**src/rtl/bus16_pkg.sv**
```systemverilog
// Shared definitions for the 16-bit command-bus register bank: word
// offsets, STATUS/CMD bit positions, the illegal-read filler word and
// the access decoder used by the top level.
package bus16_pkg;

  // Word offsets relative to BASE_ADDR (in 16-bit words)
  localparam int W_ID        = 0;
  localparam int W_STATUS    = 1;
  localparam int W_CMD       = 2;
  localparam int W_CTRL_BASE = 3;

  // STATUS word bit positions
  localparam int ST_RD_ERR  = 0;
  localparam int ST_WR_ERR  = 1;
  localparam int ST_LOCK    = 2;
  localparam int ST_CNT_LSB = 8;

  // CMD word bit positions
  localparam int CMD_CLR_ERR = 0;
  localparam int CMD_CLR_CNT = 1;
  localparam int CMD_LOCK    = 15;

  // Returned for any read that does not hit a mapped word
  localparam logic [15:0] ILLEGAL_RD_DATA = 16'hDEAD;

  // Which part of the map an access targets
  typedef enum logic [2:0] {
    ACC_ID,
    ACC_STATUS,
    ACC_CMD,
    ACC_CTRL,
    ACC_EXT,
    ACC_ILLEGAL
  } acc_kind_e;

  // Classify a word index; EXT sits directly after the last CTRL word
  function automatic acc_kind_e decode_word(input logic        below_base,
                                            input logic [14:0] word_idx,
                                            input int          num_regs);
    if (below_base)
      return ACC_ILLEGAL;
    if (word_idx == 15'(W_ID))
      return ACC_ID;
    if (word_idx == 15'(W_STATUS))
      return ACC_STATUS;
    if (word_idx == 15'(W_CMD))
      return ACC_CMD;
    if ((word_idx >= 15'(W_CTRL_BASE)) && (word_idx < 15'(W_CTRL_BASE + num_regs)))
      return ACC_CTRL;
    if (word_idx == 15'(W_CTRL_BASE + num_regs))
      return ACC_EXT;
    return ACC_ILLEGAL;
  endfunction

endpackage

```
**src/rtl/bus16_rd_pipe.sv**
```systemverilog
// Fixed-latency read return path: a LATENCY-deep valid/data shift
// register. No backpressure; a synchronous reset flushes every stage so
// in-flight reads never produce a valid pulse.
module bus16_rd_pipe #(
  parameter int LATENCY = 2,
  parameter int DATA_W  = 16
) (
  input  logic              i_Bus_Clk,
  input  logic              i_Bus_Rst,
  input  logic              push_valid,
  input  logic [DATA_W-1:0] push_data,
  output logic              pop_valid,
  output logic [DATA_W-1:0] pop_data
);

  logic [LATENCY-1:0] stage_valid;
  logic [DATA_W-1:0]  stage_data [LATENCY];

  // Shift the read token and its data one stage per clock
  always_ff @(posedge i_Bus_Clk) begin
    if (i_Bus_Rst) begin
      stage_valid <= '0;
      for (int i = 0; i < LATENCY; i++)
        stage_data[i] <= '0;
    end else begin
      stage_valid[0] <= push_valid;
      stage_data[0]  <= push_data;
      for (int i = 1; i < LATENCY; i++) begin
        stage_valid[i] <= stage_valid[i-1];
        stage_data[i]  <= stage_data[i-1];
      end
    end
  end

  assign pop_valid = stage_valid[LATENCY-1];
  assign pop_data  = stage_data[LATENCY-1];

endmodule

```
**src/rtl/bus16_reg_bank.sv**
```systemverilog
// Register-bank slave on the 16-bit byte-addressed command bus.
// Map (word index from BASE_ADDR): ID, STATUS, CMD, NUM_REGS CTRL words,
// EXT status. Reads return through bus16_rd_pipe after RD_LATENCY cycles.
// Optional write lock is built only when BUS16_REG_BANK_WRLOCK_EN is defined.
module bus16_reg_bank
  import bus16_pkg::*;
#(
  parameter int          NUM_REGS   = 8,
  parameter logic [15:0] BASE_ADDR  = 16'h0000,
  parameter int          RD_LATENCY = 2,
  parameter logic [15:0] ID_VALUE   = 16'hB016
) (
  input  logic                     i_Bus_Clk,
  input  logic                     i_Bus_Rst,
  input  logic                     i_Bus_CS,
  input  logic                     i_Bus_Wr_Rd_n,
  input  logic [15:0]              i_Bus_Addr8,
  input  logic [15:0]              i_Bus_Wr_Data,
  output logic [15:0]              o_Bus_Rd_Data,
  output logic                     o_Bus_Rd_DV,
  output logic [16*NUM_REGS-1:0]   o_Regs,
  input  logic [15:0]              i_Status,
  output logic                     o_Err_Irq
);

  logic                   addr_below;
  logic [14:0]            word_idx;
  acc_kind_e              acc_kind;

  logic                   wr_req;
  logic                   rd_req;
  logic                   wr_cmd;
  logic                   wr_ctrl;
  logic                   wr_legal;
  logic                   wr_illegal;
  logic                   rd_illegal;

  logic [7:0]             wr_cnt;
  logic [7:0]             wr_cnt_nxt;
  logic [1:0]             err_flags;
  logic [1:0]             err_flags_nxt;
  logic                   lock;

  logic [15:0]            status_word;
  logic [15:0]            ctrl_rd;
  logic [15:0]            rd_mux;
  logic [16*NUM_REGS-1:0] ctrl_regs;

  // Address compare uses the full byte address; bit 0 drops out of the
  // word index, so odd addresses alias onto their even word
  assign addr_below = (i_Bus_Addr8 < BASE_ADDR);
  assign word_idx   = i_Bus_Addr8[15:1] - BASE_ADDR[15:1];
  assign acc_kind   = decode_word(addr_below, word_idx, NUM_REGS);

  assign wr_req = i_Bus_CS & i_Bus_Wr_Rd_n;
  assign rd_req = i_Bus_CS & ~i_Bus_Wr_Rd_n;

  // Classify this cycle's access: CMD writes always land, CTRL writes
  // land unless locked, everything else is an error
  always_comb begin
    wr_cmd     = wr_req & (acc_kind == ACC_CMD);
    wr_ctrl    = wr_req & (acc_kind == ACC_CTRL) & ~lock;
    wr_legal   = wr_cmd | wr_ctrl;
    wr_illegal = wr_req & ~wr_legal;
    rd_illegal = rd_req & (acc_kind == ACC_ILLEGAL);
  end

`ifdef BUS16_REG_BANK_WRLOCK_EN
  logic lock_q;

  // Lock follows CMD bit15 on every CMD write
  always_ff @(posedge i_Bus_Clk) begin
    if (i_Bus_Rst)
      lock_q <= 1'b0;
    else if (wr_cmd)
      lock_q <= i_Bus_Wr_Data[CMD_LOCK];
  end

  assign lock = lock_q;
`else
  assign lock = 1'b0;
`endif

  // Next counter/flag values; a CMD counter-clear beats its own increment
  always_comb begin
    wr_cnt_nxt    = wr_cnt;
    err_flags_nxt = err_flags;
    if (wr_legal)
      wr_cnt_nxt = wr_cnt + 8'd1;
    if (wr_cmd && i_Bus_Wr_Data[CMD_CLR_CNT])
      wr_cnt_nxt = '0;
    if (wr_cmd && i_Bus_Wr_Data[CMD_CLR_ERR])
      err_flags_nxt = '0;
    if (rd_illegal)
      err_flags_nxt[ST_RD_ERR] = 1'b1;
    if (wr_illegal)
      err_flags_nxt[ST_WR_ERR] = 1'b1;
  end

  // Counter, sticky flags and the registered interrupt
  always_ff @(posedge i_Bus_Clk) begin
    if (i_Bus_Rst) begin
      wr_cnt    <= '0;
      err_flags <= '0;
      o_Err_Irq <= 1'b0;
    end else begin
      wr_cnt    <= wr_cnt_nxt;
      err_flags <= err_flags_nxt;
      o_Err_Irq <= |err_flags_nxt;
    end
  end

  // CTRL register file, updated on the edge that samples CS
  always_ff @(posedge i_Bus_Clk) begin
    if (i_Bus_Rst) begin
      ctrl_regs <= '0;
    end else if (wr_ctrl) begin
      for (int k = 0; k < NUM_REGS; k++) begin
        if (word_idx == 15'(W_CTRL_BASE + k))
          ctrl_regs[16*k +: 16] <= i_Bus_Wr_Data;
      end
    end
  end

  assign o_Regs = ctrl_regs;

  // Assemble STATUS from the live counter, lock and flags
  always_comb begin
    status_word                     = '0;
    status_word[ST_CNT_LSB +: 8]    = wr_cnt;
    status_word[ST_LOCK]            = lock;
    status_word[ST_WR_ERR]          = err_flags[ST_WR_ERR];
    status_word[ST_RD_ERR]          = err_flags[ST_RD_ERR];
  end

  // Pick the addressed CTRL word for a read
  always_comb begin
    ctrl_rd = '0;
    for (int k = 0; k < NUM_REGS; k++) begin
      if (word_idx == 15'(W_CTRL_BASE + k))
        ctrl_rd = ctrl_regs[16*k +: 16];
    end
  end

  // Read data mux, evaluated in the CS cycle
  always_comb begin
    rd_mux = ILLEGAL_RD_DATA;
    case (acc_kind)
      ACC_ID:     rd_mux = ID_VALUE;
      ACC_STATUS: rd_mux = status_word;
      ACC_CMD:    rd_mux = '0;
      ACC_CTRL:   rd_mux = ctrl_rd;
      ACC_EXT:    rd_mux = i_Status;
      default:    rd_mux = ILLEGAL_RD_DATA;
    endcase
  end

  bus16_rd_pipe #(
    .LATENCY (RD_LATENCY),
    .DATA_W  (16)
  ) u_rd_pipe (
    .i_Bus_Clk  (i_Bus_Clk),
    .i_Bus_Rst  (i_Bus_Rst),
    .push_valid (rd_req),
    .push_data  (rd_mux),
    .pop_valid  (o_Bus_Rd_DV),
    .pop_data   (o_Bus_Rd_Data)
  );

endmodule
```
**config.mk**
```make
export PLATFORM = sky130hd
export DESIGN_NAME = bus16_reg_bank
export DESIGN_NICKNAME = d
export VERILOG_FILES = /design/src/rtl/bus16_pkg.sv /design/src/rtl/bus16_rd_pipe.sv /design/src/rtl/bus16_reg_bank.sv
export SDC_FILE = /design/constraint.sdc
export NUM_CORES = 1
export LEC_CHECK = 0
export BUFFER_PORTS_ARGS = -buffer_cell sky130_fd_sc_hd__buf_2
export CAP_MARGIN = 10
export CORE_MARGIN = 5
export CORE_UTILIZATION = 30
export CTS_CLUSTER_SIZE = 8
export DETAILED_ROUTE_END_ITERATION = 10
export SYNTH_ARGS = -nofsm -noshare
export SYNTH_HDL_FRONTEND = slang
export SYNTH_SLANG_ARGS = --single-unit
```
**constraint.sdc**
```tcl
create_clock -name i_Bus_Clk -period 2.05 [get_ports i_Bus_Clk]
set_input_delay 0.205 -clock i_Bus_Clk [delete_from_list [all_inputs] [get_ports i_Bus_Clk]]
set_output_delay 0.205 -clock i_Bus_Clk [all_outputs]
set_load 0.005 [all_outputs]
```
==> impl_results.md, run 1 <==
* Die Ht at 170 µm
* Final ANT Viol Nets at 0
* First-pass GRT wire length at 48900 µm
* Worst Hold Class: primary input to register
* Non-Filler Instances at 1590
* Syn. warnings at 0
* Die W at 170 µm
* Pin slew with the least headroom to its limit at 0.712 ns
* Worst-case clock buffer depth at 2
* Core Area at 25200 µm²
* Critical path class: primary input to register
* Initial antenna violation count at 0
* Die ar. at 28800 µm²
* Synthesized flop and latch total at 173
* Overall power at 7220 µW
* DRT Wirelength at 33300 µm
* Diodes inserted at 0
* Fillers at 2594
* Most Frequent Cell on Critical Path: nor3_4
* Post-synth EDFFs at 0
* Setup crit end kind: register
* Vias in the first global route at 7883
* Design area at 10200 µm²
* Row Count at 58
* Vias at 8276
* P_leak at 0.00417 µW
* Share of cells above drive strength 1 at 0.298
* CTS H-Tree Depth at 4
* Ys async rst share at 0
* Initial DRC count at 900
* Clk sinks at 173
* CP peak stage delay at 0.67 ns
* Final Wtd Congestion at 0.943
* CP bufs+invs at 2
* Syn_nets at 1058
* Final-report max-slew violation count at 0
* RSZ-0062 raised after global routing: no
* Peak supply drop at 0.000363 V
* Synth Flop Type: dfxtp_1
* CTS buffer count at 17
* Max Clock Freq at 489 MHz
* Buffers on Ports at 196
* Avg WL per Cell at 20.9 µm
* Final Setup Violations at 0
* TritonRoute pass-1 iters at 5
* DP Cell Count at 1556
* P per Cell Area at 704 nW/µm²
* Clk_skew at 0.0136 ns
* Hpwl dp at 25100 µm
* Setup TNS at 0 ns
* CP Max Fanout at 11
* Minimum clock period at 2.04 ns
* Max-Cap Viols at 0
* Root Driver: clkbuf_16
* Clock Pin Slew Worst Setup and Hold Paths at 0.07 ns
* Vias/cell at 5.21
* I/O pin total at 198
* Reg2reg setup slack at 0.45 ns
* Worst path slowest cell: or4_1
* Cell count after synthesis at 1005
* Final Hold Fails at 0
* Largest net degree at the start of global routing at 65
* Run status: completed
* CP delay by family, top: simple AND/OR/NAND/NOR gates
* All-Layer GR Usage at 0.224
* Final net count at 1300
* Tcrit/Tclk final at 0.997
* Mean Syn Cell Area at 7.62 µm²
* DP Area at 9620 µm²
* Cell-by-cell listing of the critical path: buf_2 > or4_1 > nor3_4 > buf_4 > nand2_2 > nor3_4 > o211ai_1 > nand3_1
* Initial Util at 0.304
* Post-synth design cell area at 7660 µm²
* Residual DRC at 0
* Worst skew pair latency at 0.45 ns
* Total gr overflow at 0
* Crit start category: primary input
* Synthesis-to-layout area growth at 33.7%
* Sequential area share after synthesis at 0.452
* Rel. slew slack at 0.526
* WP data required at 2.42 ns
* WP data arrival at 2.42 ns
* TritonCTS clock tree: yes
* Post-synth cell types at 62
## sequential cells by signal (all words and copies together) (netlist names)
| signal | cells |
|---|---|
| wr_cnt | 8 |
| u_rd_pipe.stage_valid | 2 |
| u_rd_pipe.stage_data | 32 |
| o_Err_Irq | 1 |
| o_Regs | 128 |
| err_flags | 2 |
## through the flow
stage	hold WS, ns	utilization	worst slack, ns
4_1_cts	0.0600	0.406	0.0177
3_5_place_dp	0.418	0.382	-0.536
5_1_grt	0.0786	0.407	0.000892
3_3_place_gp	0.415	0.382	-0.557
6_report	0.0706	0.407	0.00567
2_1_floorplan	0.290	-	0.0810
## area by class of cell
type	instances	area, µm²	area share
multi-input combinational	730	3720	0.363
sequential	173	3460	0.338
timing repair buffer	318	2030	0.198
clock buffer	17	425	0.0415
tap	330	413	0.0403
clock inverter	15	168	0.0164
inverter	7	26.3	0.00256
## per-layer routing
metal | GRT usage | vias up | wire, µm
met5 | 0 | - | 0
met4 | 0.0917 | 0 | 1250
met3 | 0.0520 | 71 | 3040
met2 | 0.352 | 432 | 15000
met1 | 0.296 | 3880 | 14000
li1 | - | 3893 | -
## synthesized netlist by cell type, types with 2 or more instances
| cell | number | area, µm² |
|---|---|---|
| nand2b_1 | 5 | 31.3 |
| o2111ai_1 | 3 | 26.3 |
| inv_1 | 7 | 26.3 |
| mux2_2 | 6 | 67.6 |
| nor3_1 | 9 | 45.0 |
| nand2_1 | 294 | 1100 |
| dfxtp_1 | 173 | 3460 |
| o211ai_1 | 7 | 52.6 |
| nand4_1 | 3 | 18.8 |
| and3_1 | 5 | 31.3 |
| a31oi_1 | 4 | 25.0 |
| xor2_1 | 3 | 26.3 |
| o31ai_1 | 2 | 15.0 |
| or2_2 | 2 | 12.5 |
| buf_2 | 26 | 130 |
| nand3b_1 | 2 | 15.0 |
| nor2_1 | 42 | 158 |
| nor2_2 | 3 | 18.8 |
| a22oi_1 | 4 | 30.0 |
| a21o_1 | 2 | 15.0 |
| xnor2_1 | 4 | 35.0 |
| nor4_1 | 3 | 18.8 |
| a21oi_1 | 157 | 786 |
| buf_1 | 4 | 15.0 |
| nand3_1 | 12 | 60.1 |
| a221oi_1 | 4 | 35.0 |
| o221ai_1 | 5 | 43.8 |
| nor3_4 | 2 | 32.5 |
| o32ai_1 | 3 | 26.3 |
| a32oi_1 | 2 | 17.5 |
| or4_1 | 2 | 15.0 |
| mux2i_1 | 5 | 50.1 |
| a211oi_1 | 7 | 52.6 |
| and2_1 | 2 | 12.5 |
| nor4_2 | 6 | 75.1 |
| clkbuf_1 | 44 | 165 |
| nor2b_1 | 25 | 156 |
| or3_1 | 5 | 31.3 |
| o21a_1 | 6 | 45.0 |
| nor3b_1 | 2 | 15.0 |
| buf_4 | 21 | 158 |
| o21ai_0 | 47 | 235 |
| o22ai_1 | 16 | 100 |
## cell families after synthesis
family / count (synthesis) / synth area share
flip-flops: 173 / 0.452
AO/OA/AOI/OAI: 280 / 0.209
adder cells (fa/ha/maj): 1 / 0.00163
multiplexers: 11 / 0.0153
AND/OR/NAND/NOR: 431 / 0.250
XOR/XNOR: 7 / 0.00800
buffers and inverters: 102 / 0.0645
## path summary, 6_finish.rpt
check	start	endpoint	depth (start not counted)
min	i_Bus_CS	u_rd_pipe.stage_valid[0]	2
max reg2reg	o_Regs[47]	u_rd_pipe.stage_data[0][15]	5
max	i_Bus_Addr8[5]	u_rd_pipe.stage_data[0][13]	8
min reg2reg	u_rd_pipe.stage_data[0][0]	u_rd_pipe.stage_data[0][16]	1
## cells in the final DEF (no fill, tap or decap), types with 3 or more instances in the layout
master and count:
inv_1 7, nand4_1 3, buf_2 195, nand3_1 12, and3_1 5, xor2_1 3
o221ai_1 5, o32ai_1 3, a21oi_1 157, nor3_4 3, nor2_1 42, o21ai_0 47
nand2_1 293, buf_4 112, xnor2_1 4, inv_6 6, a211oi_1 7, or3_1 5
o211ai_1 7, mux2i_1 5, buf_12 10, nor4_2 6, nor4_1 3, a22oi_1 4
nor2b_1 25, inv_8 5, nor2_2 3, nor3_1 8, a31oi_1 4, a221oi_1 4
clkbuf_16 17, o22ai_1 16, o2111ai_1 3, o21a_1 6, dfxtp_1 173, nand2b_1 5
mux2_2 6
## power by group
group	internal, µW	switching (µW)	leakage [µW]
Combinational	167	324	0.00247
Clock	1750	1580	0.000292
Sequential	3390	8.14	0.00140
Total	5300	1920	0.00417
## what timing repair did
action / in CTS / in global routing
hold endpoints to repair: 1 / 0
hold buffers: 1 / 0
endpoints found under the setup margin: 2 / 3
setup buffers: 1 / 0
pin swaps: 1 / 0
gates resized for setup: 2 / 2
No activity file was read; power rests on OpenSTA's default activity.
==> run 2, diff against run 1 <==
CTS_CLUSTER_SIZE = 20   (was 8)
PLACE_DENSITY = 0.52   (was unset)
clock period = 1.85 ns   (was 2.05 ns; I/O delays follow)
==> run 2 against run 1 <==
Against the previous run:
- clock power is 16% higher
- clock-buffer cell count is 8 higher
- non-clock buffer count is 9 higher
==> impl_results.md, run 2 (synthesized netlist as in run 1, its figures left out) <==
* Worst-case clock buffer depth at 2 (unchanged)
* Pin slew with the least headroom to its limit at 0.752 ns (+0.0406 ns)
* Die ar. at 28800 µm² (unchanged)
* Max Clock Freq at 560 MHz
* TritonRoute pass-1 iters at 5 (unchanged)
* Clk_skew at 0.0147 ns (+0.00112 ns)
* Tcrit/Tclk final at 0.966
* CP peak stage delay at 0.58 ns (-0.09 ns)
* Crit start category: primary input
* Fillers at 2601 (+0.27%)
* WP data required at 2.19 ns (-0.23 ns)
* Final-report max-slew violation count at 0 (unchanged)
* CP bufs+invs at 1 (-1)
* Vias in the first global route at 7742 (-1.8%)
* Vias/cell at 5.09 (-2.1%)
* Worst Hold Class: primary input to register
* Peak supply drop at 0.000461 V (+27%)
* Vias at 8146 (-1.6%)
* Clk sinks at 173 (unchanged)
* Max layer used: met4
* P per Cell Area at 790 nW/µm² (+12%)
* Combinational share of power at 0.069 (about the same)
* Root Driver: clkbuf_16
* Synthesis-to-layout area growth at 35.1%
* WHS Endpoint: u_rd_pipe.stage_valid[1]
* Avg WL per Cell at 20.8 µm (-0.70%)
* Clock Pin Slew Worst Setup and Hold Paths at 0.06 ns (about the same)
* Residual DRC at 0 (unchanged)
* Design area at 10400 µm² (+1.0%)
* Sw Ratio at 0.236 (-0.0295)
* Worst skew pair latency at 0.44 ns (about the same)
* Setup crit end kind: register
* Final Setup Violations at 0 (unchanged)
* Initial antenna violation count at 0 (unchanged)
* DP Area at 9690 µm² (+0.78%)
* Buffers on Ports at 196 (unchanged)
* Rel. slew slack at 0.499 (-0.0271)
* All-Layer GR Usage at 0.225 (+0.00182)
* WL met2 at 15400 µm (+2.8%)
* P_leak at 0.00421 µW (+1.1%)
* Reg2reg setup slack at 0.24 ns (-0.21 ns)
* Run status: completed
* Reg-to-Reg End: u_rd_pipe.stage_data[0][5]
* First-pass GRT wire length at 49100 µm (+0.31%)
* Clock power frac at 0.470 (+0.008)
* WHS at 0.0729 ns (+0.00230 ns)
* DRT met1 WL at 14600 µm (+4.4%)
* DRT Wirelength at 33200 µm (-0.14%)
* Reg2reg start: o_Regs[21]
* Sequential Power Share at 0.460 (-0.010)
* Die Ht at 170 µm (unchanged)
* Internal power at 6250 µW (+18%)
* Final Wtd Congestion at 0.926 (-1.8%)
* RSZ-0062 raised after global routing: yes
* Critical path class: primary input to register
* Setup TNS at 0 ns (unchanged)
* Final ANT Viol Nets at 0 (unchanged)
* Post-CTS setup buffers at 0 (-1)
* CP Max Fanout at 7 (-4)
* Row Count at 58 (unchanged)
* Overall power at 8180 µW (+13%)
* Initial Util at 0.304 (unchanged)
* Total gr overflow at 0 (unchanged)
* Hpwl dp at 25400 µm (+0.83%)
* Final Hold Fails at 0 (unchanged)
* WHS Path Cells at 2 (unchanged)
* TritonCTS clock tree: yes
* Fin util at 0.411 (+0.00412)
* I/O pin total at 198 (unchanged)
* WL met3 at 2220 µm (-27%)
* Hold_sp: i_Bus_Rst
* Final net count at 1309 (+0.69%)
* CTS H-Tree Depth at 4 (unchanged)
* Core Area at 25200 µm² (unchanged)
* Largest net degree at the start of global routing at 69 (+6.2%)
* Cell-by-cell listing of the critical path: buf_2 > or4_4 > nor3_4 > nand2_1 > o22ai_1 > o221ai_1 > a21oi_1
* Commonest cells after routing, fill and taps aside: 293 x nand2_1, 195 x buf_2, 173 x dfxtp_1
* CP delay by family, top: simple AND/OR/NAND/NOR gates
* Largest register FFs at 128 (unchanged)
* Most common cell after layout, fill and taps aside: nand2_1
* Initial DRC count at 644 (-28%)
* Share of cells above drive strength 1 at 0.303 (+0.00419)
* Worst path slowest cell: or4_4
* CTS buffer count at 17 (unchanged)
* WP data arrival at 2.12 ns (-0.30 ns)
* Die W at 170 µm (unchanged)
* Minimum clock period at 1.79 ns
* P_sw at 1930 µW (+0.69%)
* Diodes inserted at 0 (unchanged)
* Max-Cap Viols at 0 (unchanged)
* Worst-case reg-to-reg path depth at 5 (unchanged)
## run 2: changes by cell type in the layout (fill, tap and decap cells not counted), moves of 3 or more
cell / delta
buf_4: +11
inv_8: -5
clkbuf_1: +4
clkbuf_8: +4
inv_6: -4
nor4_4: +3
## run 2: repair_timing
action	4_1_cts	5_1_grt
setup endpoints to repair	0	62
hold buffers	1	0
endpoints found under the hold margin	1	0
resized for setup	0	5
## run 2: power groups by stage
stage               combinational (µW)  sequential (µW)  clock (µW)
global placement                   556             3850           0
global route                       599             3770        4070
CTS                                558             3760        3920
finish                             566             3760        3850
detailed placement                 553             3850           0
floorplan                          264             3850           0
## run 2: how the worst max path moves through the flow
stage               startpoint                     endpoint  slack, ns  cells after the start
4_1_cts        i_Bus_Addr8[13]   u_rd_pipe.stage_data[0][6]       0.01                      7
5_1_grt         i_Bus_Addr8[5]  u_rd_pipe.stage_data[0][13]      -0.01                      7
3_5_place_dp   i_Bus_Addr8[13]   u_rd_pipe.stage_data[0][6]      -0.44                      7
2_1_floorplan   i_Bus_Addr8[5]                   o_Regs[86]      0.006                      8
6_report        i_Bus_Addr8[5]   u_rd_pipe.stage_data[0][4]       0.06                      7
3_3_place_gp   i_Bus_Addr8[13]   u_rd_pipe.stage_data[0][6]      -0.47                      7
## run 2: metal layers
layer,up-vias,global-route usage
li1,3922,-
met1,3825,0.303
met2,348,0.364
met3,51,0.0413
met4,0,0.0791
met5,-,0
## run 2: stage by stage
stage | setup slack [ns] | std cells
after global placement | -0.466 | 1566
after CTS | 0.0128 | 1599
after detailed placement | -0.435 | 1566
after global routing | -0.0118 | 1599
final | 0.0635 | 1599
after floorplan | 0.00629 | 1005
## run 2: final cells by class
class,count,area (µm²),share of cell area
Sequential cell,173,3460,0.335
Clock inverter,7,125,0.0121
Tap cell,330,413,0.0399
Inverter,7,26.3,0.00254
Timing Repair Buffer,327,2070,0.200
Multi-Input combinational cell,730,3760,0.363
Clock buffer,25,495,0.0479
